===== config.mk =====
export PLATFORM = sky130hd
export DESIGN_NAME = pipelined_adder
export DESIGN_NICKNAME = d
export VERILOG_FILES = /design/src/rtl/pipelined_adder_pkg.sv /design/src/rtl/adder_chunk.sv /design/src/rtl/pipelined_adder.sv
export SDC_FILE = /design/constraint.sdc
export NUM_CORES = 1
export LEC_CHECK = 0
export CAP_MARGIN = 20
export CELL_PAD_IN_SITES_DETAIL_PLACEMENT = 1
export CELL_PAD_IN_SITES_GLOBAL_PLACEMENT = 2
export CORE_MARGIN = 1.5
export CORE_UTILIZATION = 38
export CTS_BUF_LIST = sky130_fd_sc_hd__clkbuf_4 sky130_fd_sc_hd__clkbuf_8
export DETAILED_ROUTE_END_ITERATION = 10
export PLACE_DENSITY = 0.84
export SYNTH_ARGS = -nofsm -noshare
export SYNTH_HDL_FRONTEND = slang
export SYNTH_SLANG_ARGS = --single-unit

===== constraint.sdc =====
create_clock -name clk -period 13.6 [get_ports clk]
set_input_delay 2.72 -clock clk [delete_from_list [all_inputs] [get_ports clk]]
set_output_delay 2.72 -clock clk [all_outputs]
set_load 0.01 [all_outputs]

===== src/rtl/pipelined_adder_pkg.sv =====
// Shared definitions for the pipelined add/subtract unit.
// Operation encodings and the flag layout also used by the ALU flag register.
package pipelined_adder_pkg;

    localparam logic ALU_ADD = 1'b0;
    localparam logic ALU_SUB = 1'b1;

    localparam int FLAG_C = 0;
    localparam int FLAG_V = 1;
    localparam int FLAG_Z = 2;
    localparam int FLAG_N = 3;

    typedef struct packed {
        logic n;
        logic z;
        logic v;
        logic c;
    } flags_t;

endpackage


===== src/rtl/adder_chunk.sv =====
// Combinational ripple-carry slice used by each pipeline stage.
// Also exposes the carry into the slice MSB for signed-overflow detection.
module adder_chunk #(
    parameter int CHUNK = 8
) (
    input  logic [CHUNK-1:0] a,
    input  logic [CHUNK-1:0] b,
    input  logic             ci,
    output logic [CHUNK-1:0] s,
    output logic             co,
    output logic             c_msb
);

    logic [CHUNK:0] c;

    always_comb begin
        c = '0;
        c[0] = ci;
        for (int i = 0; i < CHUNK; i++) begin
            c[i+1] = (a[i] & b[i]) | (c[i] & (a[i] ^ b[i]));
        end
    end

    assign s     = a ^ b ^ c[CHUNK-1:0];
    assign co    = c[CHUNK];
    assign c_msb = c[CHUNK-1];

endmodule


===== src/rtl/pipelined_adder.sv =====
// STAGES-deep add/subtract pipeline with valid/ready handshake and global stall.
// Each stage adds one CHUNK slice; unconsumed operand bits travel alongside.
module pipelined_adder
    import pipelined_adder_pkg::*;
#(
    parameter int WIDTH  = 32,
    parameter int STAGES = 4
) (
    input  logic             clk,
    input  logic             rst,
    input  logic             in_valid,
    output logic             in_ready,
    input  logic [WIDTH-1:0] A,
    input  logic [WIDTH-1:0] B,
    input  logic             Cin,
    input  logic             Sub,
    output logic             out_valid,
    input  logic             out_ready,
    output logic [WIDTH-1:0] Out,
    output logic             Cout,
    output logic             Ovf,
    output logic             Zero,
    output logic             Neg
);

    localparam int CHUNK = WIDTH / STAGES;
    localparam int LAST  = STAGES - 1;
    localparam int NREG  = (STAGES > 1) ? STAGES - 1 : 1;

    logic             adv;
    logic             vi [STAGES];
    logic             ci [STAGES];
    logic             co [STAGES];
    logic             cm [STAGES];
    logic [WIDTH-1:0] ai [STAGES];
    logic [WIDTH-1:0] bi [STAGES];
    logic [WIDTH-1:0] ri [STAGES];
    logic [WIDTH-1:0] rn [STAGES];
    logic [CHUNK-1:0] s  [STAGES];

    logic             v_q [NREG];
    logic             c_q [NREG];
    logic [WIDTH-1:0] a_q [NREG];
    logic [WIDTH-1:0] b_q [NREG];
    logic [WIDTH-1:0] r_q [NREG];

    logic             ov_q;
    logic [WIDTH-1:0] out_q;
    flags_t           fl_q;
    flags_t           fl_d;

    // Operand bits already consumed by stage k and below are dropped.
    function automatic logic [WIDTH-1:0] hi_mask(input int k);
        return ~((WIDTH'(1) << ((k + 1) * CHUNK)) - WIDTH'(1));
    endfunction

    assign adv = !ov_q || out_ready;

    for (genvar k = 0; k < STAGES; k++) begin : g_stage
        if (k == 0) begin : g_in
            assign vi[k] = in_valid;
            assign ai[k] = A;
            assign bi[k] = (Sub == ALU_SUB) ? ~B : B;
            assign ci[k] = Cin;
            assign ri[k] = '0;
        end else begin : g_pipe
            assign vi[k] = v_q[k-1];
            assign ai[k] = a_q[k-1];
            assign bi[k] = b_q[k-1];
            assign ci[k] = c_q[k-1];
            assign ri[k] = r_q[k-1];
        end

        adder_chunk #(
            .CHUNK(CHUNK)
        ) u_chunk (
            .a    (ai[k][k*CHUNK +: CHUNK]),
            .b    (bi[k][k*CHUNK +: CHUNK]),
            .ci   (ci[k]),
            .s    (s[k]),
            .co   (co[k]),
            .c_msb(cm[k])
        );

        assign rn[k] = ri[k] | (WIDTH'(s[k]) << (k * CHUNK));
    end

    always_ff @(posedge clk or posedge rst) begin
        if (rst) begin
            for (int k = 0; k < NREG; k++) begin
                v_q[k] <= 1'b0;
                c_q[k] <= 1'b0;
                a_q[k] <= '0;
                b_q[k] <= '0;
                r_q[k] <= '0;
            end
        end else if (adv) begin
            for (int k = 0; k < STAGES - 1; k++) begin
                v_q[k] <= vi[k];
                c_q[k] <= co[k];
                a_q[k] <= ai[k] & hi_mask(k);
                b_q[k] <= bi[k] & hi_mask(k);
                r_q[k] <= rn[k];
            end
        end
    end

    always_comb begin
        fl_d = '0;
        if (vi[LAST]) begin
            fl_d.c = co[LAST];
            fl_d.v = co[LAST] ^ cm[LAST];
            fl_d.z = (rn[LAST] == '0);
            fl_d.n = rn[LAST][WIDTH-1];
        end
    end

    // Idle output slots are zeroed so Out/flags read 0 while out_valid=0.
    always_ff @(posedge clk or posedge rst) begin
        if (rst) begin
            ov_q  <= 1'b0;
            out_q <= '0;
            fl_q  <= '0;
        end else if (adv) begin
            ov_q  <= vi[LAST];
            out_q <= vi[LAST] ? rn[LAST] : '0;
            fl_q  <= fl_d;
        end
    end

    assign in_ready  = adv;
    assign out_valid = ov_q;
    assign Out       = out_q;
    assign Cout      = fl_q[FLAG_C];
    assign Ovf       = fl_q[FLAG_V];
    assign Zero      = fl_q[FLAG_Z];
    assign Neg       = fl_q[FLAG_N];

endmodule


==> impl_metrics.csv, run 1 <==
group,metric,value,unit
status,run_status,"finished, final reports clean",
synthesis,seq_area_frac_synth,57.2,%
min_path,holdCritStartpoint,"a_q[85]$_DFFE_PP0P_",
critical_path,timing.critical_path.required,10880,ps
synthesis,yosysUniqueCellTypes,27,
power_and_ir_drop,power.ir.vdd_worst,0.0697,mV
layout,layout-drive-gt1-share,4.12,%
cts,ctsRootBufferMaster,"sky130_fd_sc_hd__clkbuf_8",
critical_path,worst_reg2reg_endpoint,"Zero$_DFFE_PP0P_",
floorplan,die_ar,22300,um^2
synthesis,synthesis.yosys.warnings,0,
min_path,class_of_the_worst_hold_path,"reg -> reg",
power_and_ir_drop,power.leakage,4.73,nW
layout,area_growth,19.1,%
layout,fill_cells,2399,
critical_path,worstRegToRegCells,13,
timing,skew,12.4,ps
critical_path,critPathCaptureType,"output pin",
synthesis,average_cell_area_after_synthesis,9.53,um^2
cts,postCtsResizedCells,0,
synthesis,synth_area,8140,um^2
critical_path,timing_worst_setup_path_type,"in -> out",
synthesis,post_synth_main_area_contributors,"sky130_fd_sc_hd__dfrtp_1 (57%), sky130_fd_sc_hd__nand2_1 (18%), sky130_fd_sc_hd__fa_1 (7.9%), sky130_fd_sc_hd__xnor2_1 (3.0%), sky130_fd_sc_hd__o21ai_0 (2.5%)",
route,drt-wirelength-per-cell,13.8,um
floorplan,core_box_area,21000,um^2
power_and_ir_drop,power_density,208,nW/um^2
cts,clock_tree.htree_level_count,4,
floorplan,die_width,149,um
layout,seq_area,4650,um^2
layout,multi_input_comb_area,3040,um^2
min_path,hold_path_depth,2,
placed_design,number_of_port_buffers,107,
floorplan,chipHeight,149,um
timing,max_freq,131,MHz
critical_path,reg2reg_setup_slack,9010,ps
timing,final_min_period_over_clock_period,56.1,%
floorplan,floorplan.initialDensity,38.7,%
timing,final-hold-violation-count,0,
synthesis,synth.largest_area_cell,"sky130_fd_sc_hd__dfrtp_1",
synthesis,postSynthNetCount,956,
layout,final_common_cell,"sky130_fd_sc_hd__nand2_1",
layout,final_cell_mix,"sky130_fd_sc_hd__nand2_1 (396), sky130_fd_sc_hd__dfrtp_1 (186), sky130_fd_sc_hd__clkdlybuf4s50_1 (106), sky130_fd_sc_hd__o21ai_0 (41), sky130_fd_sc_hd__inv_1 (39)",
critical_path,cp-start-kind,"input port",
route,wl,16.9,mm
timing,slew_headroom,32.7,%
cts,clk_lat_worst_skew,450,ps
global_routing,number_of_global_route_vias_before_repair,5632,
min_path,hold_critical_path_endpoint,"a_q[85]$_DFFE_PP0P_",
route,detailedRoute.firstPassIterationCount,5,
synthesis,postSynthRegisterBits,186,
cts,clock-sinks,186,
layout,antennaDiodeCount,0,
route,drcViolationCount,0,
route,ant_nets,0,
route,dr.first_iter.drc_count,337,
cts,numCtsBuffers,17,
global_routing,grt_util_all_layers,16.3,%
global_routing,maximum_number_of_pins_on_one_net_before_global_route_repair,176,
cts,post_cts_hold_buffer_count,0,
placed_design,dpl.hpwl,10.8,mm
critical_path,crit_arrival,4910,ps
synthesis,yosysTopAreaCellShare,57.2,%
route,num_vias,5533,
timing,setup_total_negative_slack,0,ps
global_routing,grt_antenna_before_repair,0,
layout,design.final.nets,1038,
route,route.detailed.vias_per_inst,4.53,
timing,worst_slew_pin_slew,1010,ps
cts,post-cts-setup-buffers,0,
cts,clock_tree_from_tritoncts,"yes",
global_routing,leftover_overflow_at_the_end_of_global_routing,0,
power_and_ir_drop,post-layout-total-power,2.02,mW
run,drv_cap,0,
timing,rsz0062_at_grt,"no",
cts,clock_path_buffers,2,
placed_design,gp_routability_congestion,0.717,
timing,setup-violations-final,0,
synthesis,synthCells,854,
timing,period_needed,7630,ps
floorplan,floorplan.io_pins,108,
critical_path,crit-reg2reg-launch,"a_q[24]$_DFFE_PP0P_",
cts,clock_transition_at_path_regs,80,ps
floorplan,core.rowCount,53,
global_routing,first_pass_grt_wire_length,28.2,mm
timing,drv_slew,0,
critical_path,critical_path.max_fanout,175,
-- Yosys cell counts --
cell,count
sky130_fd_sc_hd__nand2_1,396
sky130_fd_sc_hd__dfrtp_1,186
sky130_fd_sc_hd__o21ai_0,41
sky130_fd_sc_hd__inv_1,40
sky130_fd_sc_hd__fa_1,32
sky130_fd_sc_hd__nand3_1,30
sky130_fd_sc_hd__xnor2_1,28
sky130_fd_sc_hd__buf_2,24
sky130_fd_sc_hd__nor2_1,14
sky130_fd_sc_hd__a21oi_1,13
sky130_fd_sc_hd__buf_4,12
sky130_fd_sc_hd__clkbuf_1,8
sky130_fd_sc_hd__nand3b_1,6
sky130_fd_sc_hd__xor2_1,5
sky130_fd_sc_hd__buf_6,4
sky130_fd_sc_hd__nor4_1,4
sky130_fd_sc_hd__and4b_1,1
sky130_fd_sc_hd__and4bb_1,1
sky130_fd_sc_hd__buf_1,1
sky130_fd_sc_hd__inv_4,1
sky130_fd_sc_hd__nand2b_1,1
sky130_fd_sc_hd__nand4_1,1
sky130_fd_sc_hd__nor2b_4,1
sky130_fd_sc_hd__nor3_1,1
sky130_fd_sc_hd__nor4bb_1,1
sky130_fd_sc_hd__o21ai_1,1
sky130_fd_sc_hd__o31ai_1,1
-- registers in the layout, summed over array words and instances (netlist names) --
signal and flops:
Cout 1, out_valid 1, v_q 3, Neg 1
c_q 3, r_q 48, Ovf 1, Out 31
a_q 48, Zero 1, b_q 48
-- metrics by stage --
stage	std cells	utilization [%]	hold slack [ps]	instance area [um^2]	worst slack (ps)
3_5_place_dp	1192	44.3	455	9320	5930
4_1_cts	1222	46.1	476	9690	5920
5_1_grt	1222	46.1	500	9690	5800
2_1_floorplan	854	-	439	8140	5820
6_report	1222	46.1	470	9690	5970
3_3_place_gp	1192	44.3	448	9320	5920
-- worst max path at each step --
| stage | to | slack (ps) | from |
|---|---|---|---|
| finish | in_ready | 5970 | out_ready |
| global route | in_ready | 5800 | out_ready |
| CTS | in_ready | 5920 | out_ready |
| detailed placement | in_ready | 5930 | out_ready |
| global placement | in_ready | 5920 | out_ready |
| floorplan | Cout$_DFFE_PP0P_ | 5820 | rst |
-- layout make-up --
cell class              instances  share of cell area (%)
multi-input cells             578                    31.3
repair buffers                112                    11.5
clock buffers                  23                    3.14
flip-flops and latches        186                    48.0
inverters                      41                    1.72
clock inverters                 7                   0.697
well taps                     275                    3.55
-- logic make-up after synthesis --
| family | synth area share [%] |
|---|---|
| AND/OR/NAND/NOR | 22.4 |
| flip-flops | 57.2 |
| buffers and inverters | 5.48 |
| AO/OA/AOI/OAI | 3.48 |
| XOR/XNOR | 3.55 |
| adder cells (fa/ha/maj) | 7.87 |
-- critical path, stage by stage --
cell                              delay (ps)
sky130_fd_sc_hd__clkdlybuf4s50_1         440
sky130_fd_sc_hd__nor2b_4                 140
sky130_fd_sc_hd__buf_12                  540
sky130_fd_sc_hd__inv_6                   420
sky130_fd_sc_hd__clkdlybuf4s50_1         590
-- power breakdown --
part	switching [mW]	internal, mW	total (mW)
clock	0.185	0.166	0.350
sequential	0.138	0.788	0.926
combinational	0.418	0.322	0.739
total	0.740	1.28	2.02
-- metal layers --
metal / GRT usage, % / up-vias / part of all wire, %
met4: 4.75 / 0 / 1.1
li1: - / 2767 / -
met3: 3.64 / 14 / 3.1
met2: 24.0 / 97 / 44
met1: 23.9 / 2655 / 52
met5: 0 / - / 0
No activity file was read; power rests on OpenSTA's default activity.
==> inputs of run 2 (changes only) <==
--- a/config.mk
+++ b/config.mk
@@ -9,10 +9,10 @@
 export CELL_PAD_IN_SITES_DETAIL_PLACEMENT = 1
 export CELL_PAD_IN_SITES_GLOBAL_PLACEMENT = 2
 export CORE_MARGIN = 1.5
-export CORE_UTILIZATION = 38
+export CORE_UTILIZATION = 32
 export CTS_BUF_LIST = sky130_fd_sc_hd__clkbuf_4 sky130_fd_sc_hd__clkbuf_8
 export DETAILED_ROUTE_END_ITERATION = 10
-export PLACE_DENSITY = 0.84
+export PLACE_DENSITY = 0.75
 export SYNTH_ARGS = -nofsm -noshare
 export SYNTH_HDL_FRONTEND = slang
 export SYNTH_SLANG_ARGS = --single-unit
==> constraint.sdc (replaced) <==
create_clock -name clk -period 6.5 [get_ports clk]
set_input_delay 1.3 -clock clk [delete_from_list [all_inputs] [get_ports clk]]
set_output_delay 1.3 -clock clk [all_outputs]
set_load 0.01 [all_outputs]
==> run 2 against run 1 <==
Compared with the run above:
- clock power up 150%
- final area up 1.7%
- sequential cell count did not move
- setup slack lost 4300 ps
- combinational power rose by 110%
- count of clock-buffer cells in the layout is 2 lower
- register-to-register slack lost 6900 ps
- power rose by 120%
- core utilization fell by 6.7 points
- sequential power rose by 110%
- highest routed layer unchanged
==> impl_metrics.csv, run 2 (synthesis gave the netlist of run 1 again) <==
group,metric,value,unit
power_and_ir_drop,power.ir.vdd_worst,0.178,mV
cts,clk_lat_worst_skew,460,ps
route,route.detailed.vias_per_inst,4.33,
power_and_ir_drop,internal_power,2.77,mW
critical_path,crit-reg2reg-launch,"a_q[24]$_DFFE_PP0P_",
power_and_ir_drop,p_seq_share,44.5,%
cts,post_cts_hold_buffer_count,0,
layout,multi_input_comb_area,3040,um^2
route,dr.first_iter.drc_count,278,
timing,final_min_period_over_clock_period,74.0,%
global_routing,number_of_global_route_vias_before_repair,5784,
timing,fin_worst_hold_slack,470,ps
placed_design,placedCellCount,1250,
placed_design,placed_cell_area,9420,um^2
floorplan,die_ar,26400,um^2
power_and_ir_drop,switching_share,36.6,%
timing,max_freq,208,MHz
global_routing,grt_util_all_layers,14.8,%
status,run_status,"finished, final reports clean",
timing,post-route-worst-setup-slack,1690,ps
critical_path,timing.critical_path.required,6810,ps
run,drv_cap,0,
global_routing,first_pass_grt_wire_length,30.5,mm
placed_design,gp_routability_congestion,0.703,
cts,ctsRootBufferMaster,"sky130_fd_sc_hd__clkbuf_8",
critical_path,critPathCaptureType,"register",
layout,layoutNonFillerInstCount,1282,
critical_path,worst_reg2reg_endpoint,"Zero$_DFFE_PP0P_",
critical_path,critical_path.max_fanout,1,
critical_path,crit_arrival,5130,ps
layout,largest_registers,"a_q x48, b_q x48, r_q x48",
floorplan,chipHeight,162,um
floorplan,floorplan.initialDensity,32.5,%
layout,design.final.nets,1041,
critical_path,worstRegToRegCells,13,
route,wl,18.2,mm
route,drt-wirelength-per-cell,14.2,um
cts,clock_tree.htree_level_count,4,
global_routing,maximum_number_of_pins_on_one_net_before_global_route_repair,142,
placed_design,place_worst_setup_slack,1160,ps
timing,worst_slew_pin_slew,1030,ps
cts,clock-sinks,186,
timing,setup_total_negative_slack,0,ps
cts,clock_path_buffers,2,
route,ant_nets,0,
layout,antennaDiodeCount,0,
layout,area_growth,21.1,%
critical_path,cp-start-kind,"input port",
timing,skew,14.4,ps
layout,seq_area,4650,um^2
power_and_ir_drop,power_density,444,nW/um^2
cts,postCtsResizedCells,0,
route,num_vias,5556,
cts,post-cts-setup-buffers,0,
min_path,hold_critical_path_endpoint,"b_q[57]$_DFFE_PP0P_",
cts,clock_tree_from_tritoncts,"yes",
layout,layout-drive-gt1-share,4.62,%
placed_design,number_of_port_buffers,107,
route,detailedRoute.firstPassIterationCount,4,
timing,rsz0062_at_grt,"no",
layout,design_area,9850,um^2
floorplan,die_width,162,um
cts,clock_transition_at_path_regs,90,ps
power_and_ir_drop,power.leakage,4.78,nW
min_path,holdCritStartpoint,"b_q[57]$_DFFE_PP0P_",
global_routing,leftover_overflow_at_the_end_of_global_routing,0,
floorplan,core.rowCount,58,
layout,final_cell_mix,"sky130_fd_sc_hd__nand2_1 (396), sky130_fd_sc_hd__dfrtp_1 (186), sky130_fd_sc_hd__clkdlybuf4s50_1 (106), sky130_fd_sc_hd__o21ai_0 (41), sky130_fd_sc_hd__inv_1 (39)",
placed_design,dpl.hpwl,12.1,mm
min_path,hold_path_depth,2,
min_path,class_of_the_worst_hold_path,"reg -> reg",
critical_path,timing_worst_setup_path_type,"in -> reg",
power_and_ir_drop,comb_power_share,35.9,%
timing,period_needed,4810,ps
power_and_ir_drop,total_switching_power,1.60,mW
route,drcViolationCount,0,
cts,numCtsBuffers,17,
layout,fill_cells,2882,
power_and_ir_drop,clockPowerShare,19.6,%
floorplan,core_box_area,25000,um^2
critical_path,reg2reg_setup_slack,2080,ps
floorplan,floorplan.io_pins,108,
timing,drv_slew,0,
layout,final_common_cell,"sky130_fd_sc_hd__nand2_1",
timing,final-hold-violation-count,0,
global_routing,grt_antenna_before_repair,0,
timing,slew_headroom,31.3,%
timing,setup-violations-final,0,
[run 2: final cells by class]
| class | count | area share (%) |
|---|---|---|
| clock buffer | 21 | 2.74 |
| clock inverter | 11 | 1.70 |
| inverter | 41 | 1.69 |
| multi-input combinational | 578 | 30.8 |
| sequential | 186 | 47.2 |
| tap | 330 | 4.19 |
| timing repair buffer | 115 | 11.6 |
[run 2: per-layer routing]
metal / share of wire, % / track usage [%] / vias up
met5: 0 / 0 / -
met4: 1.3 / 4.67 / 0
met3: 3.3 / 2.98 / 17
met2: 43 / 21.8 / 92
met1: 52 / 21.7 / 2672
li1: - / - / 2775
[run 2: power groups by stage]
stage / Combinational (mW) / Sequential, mW / Clock (mW)
3_3_place_gp: 1.55 / 1.96 / 0
6_report: 1.57 / 1.95 / 0.858
3_5_place_dp: 1.61 / 1.98 / 0
5_1_grt: 1.83 / 2.02 / 0.937
2_1_floorplan: 1.03 / 1.94 / 0
4_1_cts: 1.61 / 1.96 / 0.893
[run 2: worst max-delay path: stages]
cell	delay (ps)
sky130_fd_sc_hd__clkdlybuf4s50_1	420
sky130_fd_sc_hd__xnor2_1	150
sky130_fd_sc_hd__fa_1	410
sky130_fd_sc_hd__fa_1	450
sky130_fd_sc_hd__fa_1	430
sky130_fd_sc_hd__fa_1	390
sky130_fd_sc_hd__inv_1	80
sky130_fd_sc_hd__fa_1	160
sky130_fd_sc_hd__inv_1	50
sky130_fd_sc_hd__fa_1	390
sky130_fd_sc_hd__inv_1	90
sky130_fd_sc_hd__fa_1	180
sky130_fd_sc_hd__inv_1	60
sky130_fd_sc_hd__fa_1	500
sky130_fd_sc_hd__a21oi_1	60
[run 2: per-stage QoR]
step | util (%) | total power, mW
detailed placement | 37.6 | 3.59
finish | 39.4 | 4.38
CTS | 39.4 | 4.47
global placement | 37.5 | 3.52
global route | 39.4 | 4.78
floorplan | - | 2.97
[run 2: worst max-delay path by stage]
stage	cells past startpoint	start	slack [ps]	end
CTS	15	B[0]	1680	r_q[71]$_DFFE_PP0P_
global placement	15	B[0]	1300	r_q[71]$_DFFE_PP0P_
detailed placement	15	B[0]	1160	r_q[71]$_DFFE_PP0P_
floorplan	1	rst	140	Cout$_DFFE_PP0P_
global route	15	B[0]	1530	r_q[71]$_DFFE_PP0P_
finish	15	B[0]	1690	r_q[71]$_DFFE_PP0P_
==> inputs of run 3 (changes only) <==
--- a/config.mk
+++ b/config.mk
@@ -9,10 +9,10 @@
 export CELL_PAD_IN_SITES_DETAIL_PLACEMENT = 1
 export CELL_PAD_IN_SITES_GLOBAL_PLACEMENT = 2
 export CORE_MARGIN = 1.5
-export CORE_UTILIZATION = 32
+export CORE_UTILIZATION = 36
 export CTS_BUF_LIST = sky130_fd_sc_hd__clkbuf_4 sky130_fd_sc_hd__clkbuf_8
 export DETAILED_ROUTE_END_ITERATION = 10
-export PLACE_DENSITY = 0.75
+export PLACE_DENSITY = 0.8
 export SYNTH_ARGS = -nofsm -noshare
 export SYNTH_HDL_FRONTEND = slang
 export SYNTH_SLANG_ARGS = --single-unit
==> constraint.sdc (replaced) <==
create_clock -name clk -period 4.9 [get_ports clk]
set_input_delay 0.98 -clock clk [delete_from_list [all_inputs] [get_ports clk]]
set_output_delay 0.98 -clock clk [all_outputs]
set_load 0.01 [all_outputs]
==> run 3 against run 2 <==
Compared with the run above:
- worst hold slack worse by 4.6 ps
- critical path depth unchanged
- sequential cell count unchanged
- final area down 0.81%
- sequential power up 32%
- critical path type unchanged
- cell count down 4.1%
- combinational power up 31%
- setup slack worse by 1200 ps
==> impl_metrics.csv, run 3 (synthesis gave the netlist of run 1 again) <==
group,metric,value,unit
timing,skew,19.3,ps
floorplan,floorplan.io_pins,108,
route,dr.first_iter.drc_count,246,
route,drcViolationCount,0,
timing,setup_total_negative_slack,0,ps
placed_design,dpl.hpwl,11.2,mm
critical_path,critPathMaxStageDelay,490,ps
cts,numCtsBuffers,17,
cts,ctsRootBufferMaster,"sky130_fd_sc_hd__clkbuf_8",
floorplan,core.rowCount,54,
global_routing,grt_util_all_layers,16.1,%
critical_path,timing_worst_setup_path_type,"in -> reg",
critical_path,crit_arrival,4750,ps
cts,clock_path_buffers,2,
timing,final-hold-violation-count,0,
critical_path,path_common_cell,"sky130_fd_sc_hd__fa_1",
timing,final_min_period_over_clock_period,90.7,%
cts,clk_lat_worst_skew,450,ps
critical_path,cell_type_group_with_the_largest_total_delay_on_the_critical_path,"adder cells",
cts,clock_tree_from_tritoncts,"yes",
power_and_ir_drop,total_switching_power,2.11,mW
power_and_ir_drop,p_seq_share,44.9,%
critical_path,crit_chain,"clkdlybuf4s50_1 -> xnor2_1 -> fa_1 -> fa_1 -> fa_1 -> fa_1 -> inv_1 -> fa_1 -> inv_1 -> fa_1 -> inv_1 -> fa_1 -> inv_1 -> fa_1 -> a21oi_1",
layout,layoutNonFillerInstCount,1230,
floorplan,die_width,153,um
timing,setup-violations-final,0,
status,run_status,"finished, final reports clean",
power_and_ir_drop,internal_power,3.63,mW
power_and_ir_drop,clockPowerShare,19.3,%
global_routing,maximum_number_of_pins_on_one_net_before_global_route_repair,187,
layout,area_growth,20.1,%
critical_path,critPathCaptureType,"register",
cts,post-cts-setup-buffers,0,
timing,period_needed,4440,ps
placed_design,placedCellCount,1198,
floorplan,floorplan.initialDensity,36.9,%
layout,design.final.nets,1039,
cts,clock-sinks,186,
placed_design,number_of_port_buffers,107,
power_and_ir_drop,power.leakage,4.76,nW
power_and_ir_drop,comb_power_share,35.8,%
critical_path,critPathBufInv,5,
cts,post_cts_hold_buffer_count,0,
floorplan,die_ar,23500,um^2
floorplan,core_box_area,22000,um^2
global_routing,leftover_overflow_at_the_end_of_global_routing,0,
global_routing,grt_antenna_before_repair,0,
critical_path,timing.critical_path.required,5210,ps
layout,final_cell_mix,"sky130_fd_sc_hd__nand2_1 (396), sky130_fd_sc_hd__dfrtp_1 (186), sky130_fd_sc_hd__clkdlybuf4s50_1 (106), sky130_fd_sc_hd__o21ai_0 (41), sky130_fd_sc_hd__inv_1 (39)",
timing,max_freq,225,MHz
cts,clock_transition_at_path_regs,100,ps
layout,fill_cells,2533,
floorplan,chipHeight,153,um
cts,postCtsResizedCells,0,
critical_path,critical_path.max_fanout,1,
global_routing,number_of_global_route_vias_before_repair,5796,
run,drv_cap,0,
global_routing,first_pass_grt_wire_length,30.1,mm
route,detailedRoute.firstPassIterationCount,5,
layout,final_core_util,44.4,%
critical_path,cpMaxStageDelayCell,"sky130_fd_sc_hd__fa_1",
layout,layout-drive-gt1-share,4.42,%
timing,drv_slew,0,
placed_design,gp_routability_congestion,0.748,
route,num_vias,5525,
power_and_ir_drop,power.ir.vdd_worst,0.225,mV
layout,antennaDiodeCount,0,
critical_path,cp-start-kind,"input port",
route,route.detailed.vias_per_inst,4.49,
cts,clock_tree.htree_level_count,4,
route,wl,17.6,mm
power_and_ir_drop,power_density,588,nW/um^2
timing,rsz0062_at_grt,"no",
route,drt-wirelength-per-cell,14.3,um
layout,final_common_cell,"sky130_fd_sc_hd__nand2_1",
timing,slew_headroom,20.7,%
power_and_ir_drop,switching_share,36.8,%
min_path,class_of_the_worst_hold_path,"reg -> reg",
layout,largest_registers,"a_q x48, b_q x48, r_q x48",
route,ant_nets,0,
timing,worst_slew_pin_slew,1190,ps
-- run 3: cell count changes in the layout (fill, tap and decap cells not counted), sizes merged --
cell      previous run  this run
bufinv               4         3
clkbuf              21        20
buf                  9         7
clkinvlp             2         3
clkinv               3         4
-- run 3: routing by layer --
metal	vias to the layer above	part of all wire, %	GRT usage [%]
li1	2777	-	-
met1	2634	52	24.0
met2	99	43	24.1
met3	15	3.1	2.78
met4	0	1.2	4.90
met5	-	0	0
-- run 3: power by group through the flow --
stage	clock network, mW	registers (mW)	logic, mW
3_5_place_dp	0	2.63	2.11
5_1_grt	1.22	2.68	2.39
2_1_floorplan	0	2.57	1.37
3_3_place_gp	0	2.60	2.05
6_report	1.11	2.58	2.06
4_1_cts	1.16	2.60	2.12
-- run 3: worst paths after layout --
path                                     startpoint                   to  slack [ps]  depth (start not counted)
worst min-delay path            r_q[35]$_DFFE_PP0P_   r_q[3]$_DFFE_PP0P_         470                          2
worst max-delay path                           B[0]  r_q[71]$_DFFE_PP0P_         460                         15
max in group asynchronous                       rst  b_q[31]$_DFFE_PP0P_        2860                          3
worst max register to register  a_q[24]$_DFFE_PP0P_     Zero$_DFFE_PP0P_         480                         13
worst min register to register  r_q[35]$_DFFE_PP0P_   r_q[3]$_DFFE_PP0P_         470                          2
min in group asynchronous                       rst   Out[9]$_DFFE_PP0P_        1040                          3
-- run 3: final cells by class --
cell class,count,area [um^2],share of cell area [%]
clock buffers,20,275,2.82
clock inverters,12,159,1.63
inverters,41,163,1.66
multi-input cells,578,3040,31.1
flip-flops and latches,186,4650,47.6
well taps,280,350,3.58
repair buffers,113,1140,11.6
-- run 3: metrics by stage --
| stage | area (um^2) | setup WS, ps | hold WS (ps) | power [mW] |
|---|---|---|---|---|
| global placement | 9340 | 14.3 | 448 | 4.64 |
| finish | 9770 | 457 | 466 | 5.75 |
| floorplan | 8140 | 273 | 439 | 3.94 |
| global route | 9770 | 274 | 490 | 6.29 |
| CTS | 9770 | 461 | 476 | 5.87 |
| detailed placement | 9340 | -64.8 | 455 | 4.73 |
-- run 3: worst register-to-register path, stage by stage (launching register included) --
cell and delay, ps:
sky130_fd_sc_hd__dfrtp_1 340, sky130_fd_sc_hd__inv_1 70, sky130_fd_sc_hd__fa_1 450, sky130_fd_sc_hd__fa_1 400, sky130_fd_sc_hd__fa_1 400, sky130_fd_sc_hd__fa_1 420
sky130_fd_sc_hd__fa_1 410, sky130_fd_sc_hd__fa_1 380, sky130_fd_sc_hd__inv_1 70, sky130_fd_sc_hd__fa_1 220, sky130_fd_sc_hd__fa_1 450, sky130_fd_sc_hd__nor4bb_1 350
sky130_fd_sc_hd__nand4_1 140, sky130_fd_sc_hd__o31ai_1 240
